$ cat src/rtl/pipe_reg_elastic_pkg.sv
// Shared helpers for the elastic register pipeline.
package pipe_reg_elastic_pkg;

    // Widest pipeline the occupancy helper below is written for.
    localparam int MAX_STAGE = 64;

    // Number of set bits in a stage-valid vector (zero-extended to MAX_STAGE).
    function automatic int unsigned pop_count(input logic [MAX_STAGE-1:0] bits);
        int unsigned n;
        n = 0;
        for (int i = 0; i < MAX_STAGE; i++) begin
            if (bits[i]) n = n + 1;
        end
        return n;
    endfunction

endpackage

$ cat src/rtl/pipe_reg_elastic_stage.sv
// One pipeline slot: a valid bit and a data register. The slot loads when
// its load enable is high, holds otherwise, and flush drops the valid bit.
module pipe_reg_elastic_stage
    import pipe_reg_elastic_pkg::*;
#(
    parameter int WIDTH = 16
) (
    input  logic             clk,
    input  logic             rst_n,
    input  logic             i_load,
    input  logic             i_flush,
    input  logic             i_v,
    input  logic [WIDTH-1:0] i_d,
    output logic             o_v,
    output logic [WIDTH-1:0] o_d,
    output logic             o_v_nxt
);

    logic             r_v;
    logic [WIDTH-1:0] r_d;
    logic             w_v_nxt;

    // Next valid: flush wins over any load, then load, then hold.
    always_comb begin
        w_v_nxt = r_v;
        if (i_flush) begin
            w_v_nxt = 1'b0;
        end else if (i_load) begin
            w_v_nxt = i_v;
        end
    end

    // Slot registers; data of an empty slot is don't-care but still loads.
    always_ff @(posedge clk) begin
        if (!rst_n) begin
            r_v <= 1'b0;
            r_d <= '0;
        end else begin
            r_v <= w_v_nxt;
            if (i_load && !i_flush) begin
                r_d <= i_d;
            end
        end
    end

    assign o_v     = r_v;
    assign o_d     = r_d;
    assign o_v_nxt = w_v_nxt;

endmodule

$ cat src/rtl/pipe_reg_elastic.sv
// Elastic register pipeline of STAGE slots with bubble collapsing.
// Handshake: a word moves across an interface on a rising edge where both
// valid and ready are high; valid never depends on ready of the same side.
// in_ready is combinational from stage valids, out_ready and flush;
// out_valid/out_data come straight from the last slot's registers.
module pipe_reg_elastic
    import pipe_reg_elastic_pkg::*;
#(
    parameter int WIDTH = 16,
    parameter int STAGE = 2
) (
    input  logic                       clk,
    input  logic                       rst_n,
    input  logic                       in_valid,
    output logic                       in_ready,
    input  logic [WIDTH-1:0]           in_data,
    output logic                       out_valid,
    input  logic                       out_ready,
    output logic [WIDTH-1:0]           out_data,
    input  logic                       flush,
    output logic [$clog2(STAGE+1)-1:0] count
);

    localparam int CNT_W = $clog2(STAGE + 1);

    // Index 0 is the input-side slot, index STAGE-1 drives the output.
    logic [STAGE-1:0]            w_v;
    logic [STAGE-1:0]            w_v_nxt;
    logic [STAGE-1:0]            w_rdy;
    logic [STAGE-1:0][WIDTH-1:0] w_d;
    logic                        w_carry;
    logic [CNT_W-1:0]            r_count;

    // Ready ripples back from the output: a slot can load if it is empty
    // or the slot ahead of it is moving.
    always_comb begin
        w_rdy   = '0;
        w_carry = out_ready;
        for (int i = STAGE - 1; i >= 0; i--) begin
            w_carry  = !w_v[i] | w_carry;
            w_rdy[i] = w_carry;
        end
    end

    assign in_ready = w_rdy[0] & ~flush;

    for (genvar g = 0; g < STAGE; g++) begin : g_stage
        if (g == 0) begin : g_first
            pipe_reg_elastic_stage #(.WIDTH(WIDTH)) u_stage (
                .clk     (clk),
                .rst_n   (rst_n),
                .i_load  (w_rdy[g]),
                .i_flush (flush),
                .i_v     (in_valid & in_ready),
                .i_d     (in_data),
                .o_v     (w_v[g]),
                .o_d     (w_d[g]),
                .o_v_nxt (w_v_nxt[g])
            );
        end else begin : g_next
            pipe_reg_elastic_stage #(.WIDTH(WIDTH)) u_stage (
                .clk     (clk),
                .rst_n   (rst_n),
                .i_load  (w_rdy[g]),
                .i_flush (flush),
                .i_v     (w_v[g-1]),
                .i_d     (w_d[g-1]),
                .o_v     (w_v[g]),
                .o_d     (w_d[g]),
                .o_v_nxt (w_v_nxt[g])
            );
        end
    end

    // Occupancy register tracks the number of valid slots after each edge.
    always_ff @(posedge clk) begin
        if (!rst_n) begin
            r_count <= '0;
        end else begin
            r_count <= CNT_W'(pop_count(MAX_STAGE'(w_v_nxt)));
        end
    end

    assign out_valid = w_v[STAGE-1];
    assign out_data  = w_d[STAGE-1];
    assign count     = r_count;

endmodule

$ cat config.mk
export PLATFORM = sky130hd
export DESIGN_NAME = pipe_reg_elastic
export DESIGN_NICKNAME = d
export VERILOG_FILES = /design/src/rtl/pipe_reg_elastic_pkg.sv /design/src/rtl/pipe_reg_elastic_stage.sv /design/src/rtl/pipe_reg_elastic.sv
export SDC_FILE = /design/constraint.sdc
export NUM_CORES = 1
export LEC_CHECK = 0
export BUFFER_PORTS_ARGS = -buffer_cell sky130_fd_sc_hd__buf_2
export CAP_MARGIN = 20
export CORE_MARGIN = 2
export CORE_UTILIZATION = 54
export CTS_CLUSTER_SIZE = 16
export DETAILED_ROUTE_END_ITERATION = 10
export PLACE_DENSITY = 0.82
export SYNTH_ARGS = -nofsm -noshare
export SYNTH_HDL_FRONTEND = slang
export SYNTH_SLANG_ARGS = --single-unit
$ cat constraint.sdc
create_clock -name clk -period 2 [get_ports clk]
set_input_delay 0 -clock clk [delete_from_list [all_inputs] [get_ports clk]]
set_output_delay 0 -clock clk [all_outputs]
set_load 0.02 [all_outputs]
==> flow_metrics.env <==
export IMPL_die_h_microns=55.4
export IMPL_syn_num_nets=182
export IMPL_min_to="count[1]$_SDFF_PN0_"
export IMPL_io_pins=41
export IMPL_postCtsHoldBufs=17
export IMPL_grt_max_degree=36
export IMPL_nets=232
export IMPL_fmax_mhz=569
export IMPL_r2r_slack_ns=0.54
export IMPL_crit_fanout=21
export IMPL_place_area_sq_um=1580
export IMPL_relSlewSlack=0.528
export IMPL_path_clk_slew_ns=0.10
export IMPL_globalplace_congestion=0.717
export IMPL_max_stage_delay_ns=0.60
export IMPL_netlist_area_sq_um=1420
export IMPL_clock_sinks=36
export IMPL_drv_slew=0
export IMPL_cts_max_path_buffers=2
export IMPL_dp_hpwl_microns=2060
export IMPL_yosysSeqAreaShare=0.506
export IMPL_grt_pass1_wl_microns=5150
export IMPL_cp_start_kind="register"
export IMPL_leakagePower_nw=0.806
export IMPL_gr_total_overflow=0
export IMPL_dp_cells=217
export IMPL_rr_startpoint="g_stage[1].g_next.u_stage.o_v$_SDFF_PN0_"
export IMPL_via_per_inst=5.35
export IMPL_hold_viol_final=0
export IMPL_r2r_cells=3
export IMPL_initialDrtViolationCount=28
export IMPL_final_cell_mix="buf_2, dfxtp_1, nand2_1"
export IMPL_p_per_area_nw_per_um2=745
export IMPL_peakVddDrop_uv=600
export IMPL_htree_levels=2
export IMPL_route_detailed_wl_per_inst_microns=13.1
export IMPL_synth_area_leader_cell="dfxtp_1"
export IMPL_final_common_cell="buf_2"
export IMPL_synth_top_area_frac=0.506
export IMPL_start_util=0.575
export IMPL_die_w_microns=55.4
export IMPL_crit_type="register to primary output"
export IMPL_die_area_sq_um=3060
export IMPL_yosysWarningCount=0
export IMPL_crit_chain="nor2b_4, a21oi_4, buf_2"
export IMPL_final_cell_area_sq_um=1810
export IMPL_ant_nets=0
export IMPL_layout_drive_gt1_share=0.236
export IMPL_synth_distinct_cells=18
export IMPL_hp_start="out_ready"
export IMPL_port_buffers=40
export IMPL_worstPathArrival_ns=1.76
export IMPL_cp_data_required_time_ns=2.00
export IMPL_antenna_found_initial=0
export IMPL_final_cells=242
export IMPL_num_vias=1294
export IMPL_ys_top_cells_by_area="dfxtp_1, mux2i_1, nand2_1"
export IMPL_hp_class="input port to register"
export IMPL_worst_path_max_delay_cell="a21oi_4"
export IMPL_grt_pass1_vias=1180
export IMPL_design_core_area_sq_um=2480
export IMPL_r2r_end="g_stage[0].g_first.u_stage.o_d[10]$_SDFFE_PN0P_"
export IMPL_cts_tree="yes"
export IMPL_n_antenna_cell=0
export IMPL_syn_inst=161
export IMPL_rsz0062_at_grt="no"
export IMPL_ys_seq_elements=36
export IMPL_drt_pass1_iterations=4
export IMPL_ctsResizeCount=0
export IMPL_tightest_slew_ns=0.706
export IMPL_min_path_cells=4
export IMPL_worst_setup_path_end_kind="primary output"
export IMPL_synth_area_per_cell_sq_um=8.84
export IMPL_setup_tns_ns=0
export IMPL_worstSkewPairLatency_ns=0.35
export IMPL_drc=0
export IMPL_routed_wl_microns=3180
export IMPL_setup_viol=0
export IMPL_cap_viol_max_count=0
export IMPL_area_growth_pct=27.0
export IMPL_cts_made_buffers=5
export IMPL_status="completed"
export IMPL_num_rows=18
export IMPL_min_period_ns=1.76
export IMPL_post_cts_buffers=0
export IMPL_period_share=0.879
export IMPL_track_usage=0.212
export IMPL_finClkSkew_ns=0.0100
export IMPL_clockRootBuffer="clkbuf_4"
## synthesized netlist by cell type (all sizes together)
cell,number
a21oi,19
buf,8
clkbuf,6
clkinv,1
dfxtp,36
inv,1
mux2i,16
nand2,34
nand2b,1
nand3,16
nor2,3
nor2b,1
o2111a,1
o21ai,17
xnor2,1
## layout make-up
cell class / count / area (sq um)
clock buffer: 6 / 51.3
clock inverter: 2 / 10.0
fill: 198 / 669
inverter: 2 / 7.51
multi-input combinational: 109 / 611
sequential: 36 / 721
tap: 30 / 37.5
timing repair buffer: 57 / 370
## worst max path at each step
stage	end	startpoint	slack [ns]	cells past startpoint
3_5_place_dp	g_stage[0].g_first.u_stage.o_d[10]$_SDFFE_PN0P_	g_stage[1].g_next.u_stage.o_v$_SDFF_PN0_	0.56	3
6_report	in_ready	g_stage[1].g_next.u_stage.o_v$_SDFF_PN0_	0.24	3
2_1_floorplan	g_stage[0].g_first.u_stage.o_d[0]$_SDFFE_PN0P_	g_stage[1].g_next.u_stage.o_v$_SDFF_PN0_	0.74	4
5_1_grt	in_ready	g_stage[1].g_next.u_stage.o_v$_SDFF_PN0_	0.17	3
4_1_cts	in_ready	g_stage[1].g_next.u_stage.o_v$_SDFF_PN0_	0.23	3
3_3_place_gp	g_stage[0].g_first.u_stage.o_d[11]$_SDFFE_PN0P_	g_stage[1].g_next.u_stage.o_v$_SDFF_PN0_	0.64	3
## per-layer routing
metal / global-route usage / vias to the layer above / routed length (microns)
met4: 0.115 / 0 / 46
met2: 0.349 / 48 / 1510
met1: 0.251 / 595 / 1420
met3: 0.0562 / 6 / 204
met5: 0 / - / 0
li1: - / 645 / -
## stage by stage
step,worst slack [ns],total power (W),utilization,hold slack (ns)
final,0.242,0.00135,0.730,0.0354
after global placement,0.641,0.000917,0.636,0.243
after CTS,0.229,0.00135,0.730,0.0221
after detailed placement,0.559,0.000924,0.636,0.257
after global routing,0.165,0.00140,0.730,0.0646
after floorplan,0.739,0.000881,-,0.117
## flip-flops by register name, indices dropped and copies added, names as in the netlist
register and flops:
g_stage.g_first.u_stage.o_d 16, count 2, g_stage.g_next.u_stage.o_d 16, g_stage.g_first.u_stage.o_v 1, g_stage.g_next.u_stage.o_v 1
## logic make-up after synthesis
kind of cell	share of synthesized area
AOI/OAI and AO/OA	0.142
muxes	0.112
buffers and inverters	0.0650
and+or+nand+nor	0.168
xor gates and xnor gates	0.00615
DFF	0.506
## critical path: cells and delay by family (launching register included)
family                 cells  cell delay (ns)
AND/OR/NAND/NOR            1             0.19
AO/OA/AOI/OAI              1             0.60
flip-flops                 1             0.33
buffers and inverters      1             0.29
## where the power goes
group | switching [W] | leakage, nW | internal (W)
Clock | 0.000246 | 0.0380 | 0.000167
Combinational | 0.0000896 | 0.473 | 0.0000757
Sequential | 0.0000178 | 0.295 | 0.000750
Total | 0.000353 | 0.806 | 0.000993
Note: power is estimated with default switching activity, not from simulation.
